**src/rtl/register_arbiter.sv**
```systemverilog
// register_arbiter: round-robin arbiter sharing one register-set port between host and SD core.
// Optional watchdog enabled by defining REG_ARB_TIMEOUT_EN.
module register_arbiter #(
    parameter int TIMEOUT_CYCLES = 16
) (
    input  logic        clk,
    input  logic        reset,
    input  logic [1:0]  host_req,
    input  logic        host_wnr,
    input  logic [7:0]  host_address,
    input  logic [31:0] host_data_in,
    output logic        host_ack,
    output logic [31:0] host_data_out,
    input  logic [1:0]  core_req,
    input  logic        core_wnr,
    input  logic [7:0]  core_address,
    input  logic [31:0] core_data_in,
    output logic        core_ack,
    output logic [31:0] core_data_out,
    output logic [1:0]  reg_req,
    output logic        reg_wnr,
    output logic [7:0]  reg_address,
    output logic [31:0] reg_data_in,
    input  logic        reg_ack,
    input  logic [31:0] reg_data_out,
    output logic [1:0]  grant,
    output logic        timeout_err
);
    typedef enum logic [1:0] {IDLE, XFER_HOST, XFER_CORE, RESP} state_t;

    state_t      r_state;
    logic        r_last_core;
    logic [1:0]  r_req;
    logic        r_wnr;
    logic [7:0]  r_address;
    logic [31:0] r_data_in;
    logic [1:0]  r_grant;
    logic        w_host_req;
    logic        w_core_req;
    logic        w_pick_host;
    logic        w_xfer;
    logic        w_timeout;
    logic        w_done;
    logic [31:0] w_rdata;

    assign w_host_req  = |host_req;
    assign w_core_req  = |core_req;
    // On a tie the requester that did not win last time gets the grant.
    assign w_pick_host = w_host_req & (~w_core_req | r_last_core);
    assign w_xfer      = (r_state == XFER_HOST) || (r_state == XFER_CORE);
    assign w_done      = w_xfer & (reg_ack | w_timeout);
    assign w_rdata     = w_timeout ? 32'hFFFF_FFFF : reg_data_out;

    assign reg_req     = w_xfer ? r_req : 2'b00;
    assign reg_wnr     = r_wnr;
    assign reg_address = r_address;
    assign reg_data_in = r_data_in;
    assign grant       = r_grant;

`ifdef REG_ARB_TIMEOUT_EN
    logic [7:0] r_cnt;
    // Fires on the edge where the count of ack-less XFER cycles reaches the limit.
    assign w_timeout = w_xfer & ~reg_ack & ((r_cnt + 8'd1) == 8'(TIMEOUT_CYCLES));
    always_ff @(posedge clk or posedge reset) begin
        if (reset)
            r_cnt <= 8'd0;
        else if (!w_xfer)
            r_cnt <= 8'd0;
        else if (!reg_ack)
            r_cnt <= r_cnt + 8'd1;
    end
`else
    assign w_timeout = 1'b0;
`endif

    always_ff @(posedge clk or posedge reset) begin
        if (reset) begin
            r_state       <= IDLE;
            r_last_core   <= 1'b1;
            r_req         <= 2'b00;
            r_wnr         <= 1'b0;
            r_address     <= 8'd0;
            r_data_in     <= 32'd0;
            r_grant       <= 2'b00;
            host_ack      <= 1'b0;
            core_ack      <= 1'b0;
            host_data_out <= 32'd0;
            core_data_out <= 32'd0;
            timeout_err   <= 1'b0;
        end else begin
            case (r_state)
                IDLE: begin
                    if (w_host_req || w_core_req) begin
                        r_state     <= w_pick_host ? XFER_HOST : XFER_CORE;
                        r_grant     <= w_pick_host ? 2'b01 : 2'b10;
                        r_last_core <= ~w_pick_host;
                        r_req       <= w_pick_host ? host_req : core_req;
                        r_wnr       <= w_pick_host ? host_wnr : core_wnr;
                        r_address   <= w_pick_host ? host_address : core_address;
                        r_data_in   <= w_pick_host ? host_data_in : core_data_in;
                    end
                end
                XFER_HOST, XFER_CORE: begin
                    if (w_done) begin
                        r_state     <= RESP;
                        timeout_err <= w_timeout;
                        host_ack    <= (r_state == XFER_HOST);
                        core_ack    <= (r_state == XFER_CORE);
                        // Writes leave the requester's read data untouched unless the watchdog fired.
                        if (w_timeout || !r_wnr) begin
                            if (r_state == XFER_HOST)
                                host_data_out <= w_rdata;
                            else
                                core_data_out <= w_rdata;
                        end
                    end
                end
                RESP: begin
                    r_state     <= IDLE;
                    r_grant     <= 2'b00;
                    host_ack    <= 1'b0;
                    core_ack    <= 1'b0;
                    timeout_err <= 1'b0;
                end
                default: r_state <= IDLE;
            endcase
        end
    end
endmodule
```
**config.mk**
```make
export PLATFORM = sky130hd
export DESIGN_NAME = register_arbiter
export DESIGN_NICKNAME = d
export VERILOG_FILES = /design/src/rtl/register_arbiter.sv
export SDC_FILE = /design/constraint.sdc
export NUM_CORES = 1
export LEC_CHECK = 0
export ABC_AREA = 1
export CAP_MARGIN = 20
export CORE_MARGIN = 2
export CORE_UTILIZATION = 38
export CTS_BUF_LIST = sky130_fd_sc_hd__clkbuf_4 sky130_fd_sc_hd__clkbuf_8 sky130_fd_sc_hd__clkbuf_16
export DETAILED_ROUTE_END_ITERATION = 16
export GPL_TIMING_DRIVEN = 0
export MAX_ROUTING_LAYER = met4
export PLACE_DENSITY = 0.75
export SETUP_SLACK_MARGIN = 0.15
export SLEW_MARGIN = 20
export SYNTH_ARGS = -nofsm -noshare
export SYNTH_HDL_FRONTEND = slang
export SYNTH_SLANG_ARGS = --single-unit
```
**constraint.sdc**
```tcl
create_clock -name clk -period 3.6 [get_ports clk]
set_clock_uncertainty 0.15 [all_clocks]
set_input_delay 0.54 -clock clk [delete_from_list [all_inputs] [get_ports clk]]
set_output_delay 0.54 -clock clk [all_outputs]
set_load 0.01 [all_outputs]
```
Yosys cells after proc, flatten, opt, wreduce, memory -nomap -nowiden
Index checks and enable logic that the tools add are counted.
{"block": "classes", "eq_ne": 5, "bitwise": 7, "mux": 16, "n_reduce_logical": 14}
{"op": "$mux W32", "n": 1}
{"op": "$mux W2", "n": 5}
{"op": "$mux W8", "n": 1}
{"op": "$reduce_and A2 Y1", "n": 4}
{"op": "$reduce_and A4 Y1", "n": 2}
{"op": "$pmux W1 S2", "n": 3}
{"op": "$pmux W2 S3", "n": 1}
{"op": "$reduce_or A2 Y1", "n": 3}
{"op": "$eq A2 B2 Y1 const B", "n": 2}
{"op": "$mux W1", "n": 4}
{"op": "$ne A2 B2 Y1 const B", "n": 2}
{"op": "$not A1 Y1", "n": 4}
{"op": "$pmux W2 S2", "n": 1}
{"op": "$reduce_bool A2 Y1", "n": 2}
{"op": "$and A1 B1 Y1", "n": 2}
{"op": "$eq A2 B1 Y1 const B", "n": 1}
{"op": "$logic_not A2 Y1", "n": 1}
{"op": "$logic_or A1 B1 Y1", "n": 2}
{"op": "$or A1 B1 Y1", "n": 1}
{"block": "totals", "reg_bits": 115, "inputBits": 121, "output_inout_bits": 112, "wordCells": 54}

Longest topological paths before layout
{"block": "logic_depth", "word_depth": 7, "mapped_depth": 8, "ltp_nobuf": 7}

Worst setup path before layout
OpenSTA, ideal clock, no wires.
{"block": "synth_timing", "path_type": "register to register", "from": "register r_state[0]", "to": "register core_data_out[6]", "setup_ps": 118, "arrival_ps": 1412, "required_ps": 3332, "stages_incl_launch_ff": 9, "path_buffers": 1, "slack_ps": 1920, "synth_period_minus_slack_ps": 1680, "cell_sequence": "dfrtp_1 -> inv_1 -> ha_1 -> nand2_2 -> nor2_4 -> nand2_4 -> buf_6 -> nand2_1 -> o21ai_2"}
{"block": "synth_via", "elab_chain_cells": 4, "word_cells_on_any_way": 7, "classes_between": "eq/ne: 2; bitwise: 2; reduce/logical: 3"}
{"item": "start: declaration", "line": "31", "text": "state_t r_state;"}
{"item": "start signal: assignment", "line": "94", "text": "r_state <= w_pick_host ? XFER_HOST : XFER_CORE;"}
{"item": "$eq A2 B1 Y1 / $eq A2 B2 Y1 (equally long branches)", "line": "50, 91, 111"}
{"item": "$logic_or A1 B1 Y1", "line": "50", "text": "assign w_xfer = (r_state == XFER_HOST) || (r_state == XFER_CORE);"}
{"item": "$and A1 B1 Y1", "line": "51", "text": "assign w_done = w_xfer & (reg_ack | w_timeout);"}
{"item": "$reduce_and A4 Y1 (no line) (*)"}
{"item": "end signal: assignment", "line": "114", "text": "core_data_out <= w_rdata;"}
{"item": "end: declaration", "line": "19", "text": "output logic [31:0] core_data_out,"}
Mark *: on every way between the ends. The rest lies on a longest branch, timed or not.
A chain may end at the register's enable or synchronous reset.

Final worst setup path
{"block": "layout_timing", "from": "register r_state[0]", "to": "output reg_req[1]"}
{"block": "layout_via", "elab_chain_cells": 3, "word_cells_on_any_way": 4, "classes_between": "eq/ne: 2; mux: 1; reduce/logical: 1"}
{"item": "$eq A2 B1 Y1 / $eq A2 B2 Y1 (equally long branches)", "line": "50"}
{"item": "$logic_or A1 B1 Y1 (*)", "line": "50"}
{"item": "$mux W2 (*)", "line": "54", "text": "assign reg_req = w_xfer ? r_req : 2'b00;"}
{"item": "end: declaration", "line": "20", "text": "output logic [1:0] reg_req,"}
Marked as above.

==> flow_summary.toml <==
[global_routing]
grt_pass1_wl_mm = 25.1
grt_usage = 0.225
antenna_found_initial = 0
overflow = 0
grt_max_degree = 36
grt_pass1_vias = 5009

[floorplan]
die_w_um = 121
core_sq_mm = 0.0133
die_area_sq_mm = 0.0148
die-height_um = 121
io_pins = 233
start_util = 0.393
rows = 42

[clock_tree]
clk_path_buf_depth = 2
cts_setup_buffers = 0
clock_latency_ns = 0.40
cts_sinks = 114
htreeDepth = 4
cts_tree = "done"
post_cts_resized = 0
cts-root-buf = "clkbuf_16"
path_clk_slew_ns = 0.05
cts_hold_buf = 0
cts_buffers = 17

[power_and_ir_drop]
p_int_uw = 4920
p_comb_frac = 0.471
leakagePower_uw = 0.00385
p_seq_frac = 0.294
switching_power_uw = 2710
swShare = 0.355
clkPwrFrac = 0.235
power_density_mw_per_mm2 = 900
vdd_drop_max_mv = 0.402

[synth]
syn_nets = 671
synth_cell_types = 28
syn_area_sq_mm = 0.00524
yosysWarnings = 0
syn_avg_cell_area_sq_um = 9.64
synthCells = 544
synth-seq-area-share = 0.544
ys_seq_elements = 114

[setup_path]
r2r_start = "r_state[0]"
reg2reg_depth = 6
critical_path.max_fanout = 6
critPathCaptureType = "primary output"
rr_endpoint = "reg_wnr"
startpoint_type = "register"
critPathArrivalTime_ns = 2.02
endpoint = "reg_req[1]"
rrSetupSlack_ns = 1.68
criticalPathCategory = "reg2out"
worstPathRequired_ns = 2.91
cp-startpoint = "r_state[0]"

[routing]
ant_nets = 0
vias = 5006
drcViolationCount = 0
dr.pass1.iters = 5
wl_per_cell_um = 15.9
drtIter0Drc = 274
routed_wl_mm = 15.7
via_per_inst = 5.08

[placed_design]
place_congestion = 0.806
detailed_place_hpwl_mm = 11.8
dp.cells = 954
port_buffers = 231
place_area_sq_mm = 0.00784

[timing]
tightest_slew_ns = 0.578
finalMaxSlewViolations = 0
fmax_ghz = 0.368
fin_setup_tns_ns = 0
min_period_over_period = 0.754
hold_viol_final = 0
layout_min_cycle_time_ns = 2.71
holdWs_ns = 0.328
relSlewSlack = 0.614
rsz0062_at_grt = "false"
finalSetupViolations = 0

[finish]
utilization = 0.635
layoutNonFillerInstCount = 985
layout_commonest_cell = "clkdlybuf4s50_1"
final_cell_area_sq_mm = 0.00848
final_nets = 924
final_cell_mix = "clkdlybuf4s50_1 (231), nand2_1 (130), dfrtp_1 (113)"
areaGrowthSynthToFinish_pct = 61.6
drive_above_1_share = 0.150
n_antenna_cell = 0

[job]
cap_violations = 0

[run_status]
status = "completed"

[worst_hold_path]
hp-class = "reg2reg"
## cell type report
cell class,instances,area [sq um]
clock buffer,22,482
timing repair buffer,234,2370
fill,1113,4870
clock inverter,9,154
multi-input combinational,348,1910
sequential,114,2850
buffer,38,310
tap,176,220
inverter,44,176
## worst min path at each step
stage | cells after the start | slack, ns | startpoint | endpoint
global placement | 2 | 0.31 | r_req[1] | r_req[1]
detailed placement | 2 | 0.32 | core_data_out[21] | core_data_out[21]
CTS | 2 | 0.33 | core_data_out[21] | core_data_out[21]
finish | 2 | 0.33 | core_data_out[30] | core_data_out[30]
global route | 2 | 0.35 | core_data_out[30] | core_data_out[30]
floorplan | 2 | 0.30 | r_req[0] | r_req[0]
## flip-flops by register name (all words and copies together), names as in the netlist
signal / cells
reg_address: 8
grant: 2
host_data_out: 32
reg_wnr: 1
r_req: 2
core_data_out: 32
host_ack: 1
core_ack: 1
r_state: 2
reg_data_in: 32
r_last_core: 1
## cells by family after synthesis
kind of cell / Yosys count / synth area share
fa+ha+maj: 6 / 0.0143
buf+inv: 82 / 0.0921
other cells: 1 / 0.000715
simple gates: 268 / 0.251
flops: 114 / 0.544
compound gates: 73 / 0.0971
## power by group through the flow
stage               Clock, uW  Combinational (uW)  Sequential [uW]
finish                   1790                3590             2240
global route             1880                3910             2320
CTS                      1820                3630             2250
detailed placement          0                3610             2250
global placement            0                3530             2230
floorplan                   0                1590             2480
## cell usage after synthesis, drive strengths merged
| cell type | n | area (sq um) |
|---|---|---|
| ha | 6 | 75.1 |
| dfstp | 1 | 26.3 |
| clkbuf | 6 | 22.5 |
| o21ai | 70 | 489 |
| dfrtp | 113 | 2830 |
| nand3 | 85 | 475 |
| conb | 1 | 3.75 |
| a21oi | 1 | 5.00 |
| nand2 | 136 | 554 |
| nand4 | 41 | 257 |
| buf | 32 | 288 |
| inv | 44 | 173 |
| nor2 | 6 | 32.5 |
| o211ai | 2 | 15.0 |
## layer usage
layer | global-route usage | wire (um)
met1 | 0.267 | 6440
met2 | 0.362 | 7500
met3 | 0.0724 | 1470
met4 | 0.0776 | 267
met5 | - | 0
## through the flow
| step | total power (uW) | setup WS, ns |
|---|---|---|
| after floorplan | 4070 | 1.53 |
| after global placement | 5760 | 0.450 |
| after detailed placement | 5870 | 1.27 |
| after CTS | 7700 | 0.831 |
| after global routing | 8120 | 0.750 |
| final | 7620 | 0.886 |
## critical path, stage by stage, from the launching register on
cell and delay [ns]:
dfrtp_1 0.42, inv_1 0.11, ha_1 0.41, nand2_1 0.08
inv_1 0.06, clkdlybuf4s50_1 0.54
No activity file was read; power rests on OpenSTA's default activity.
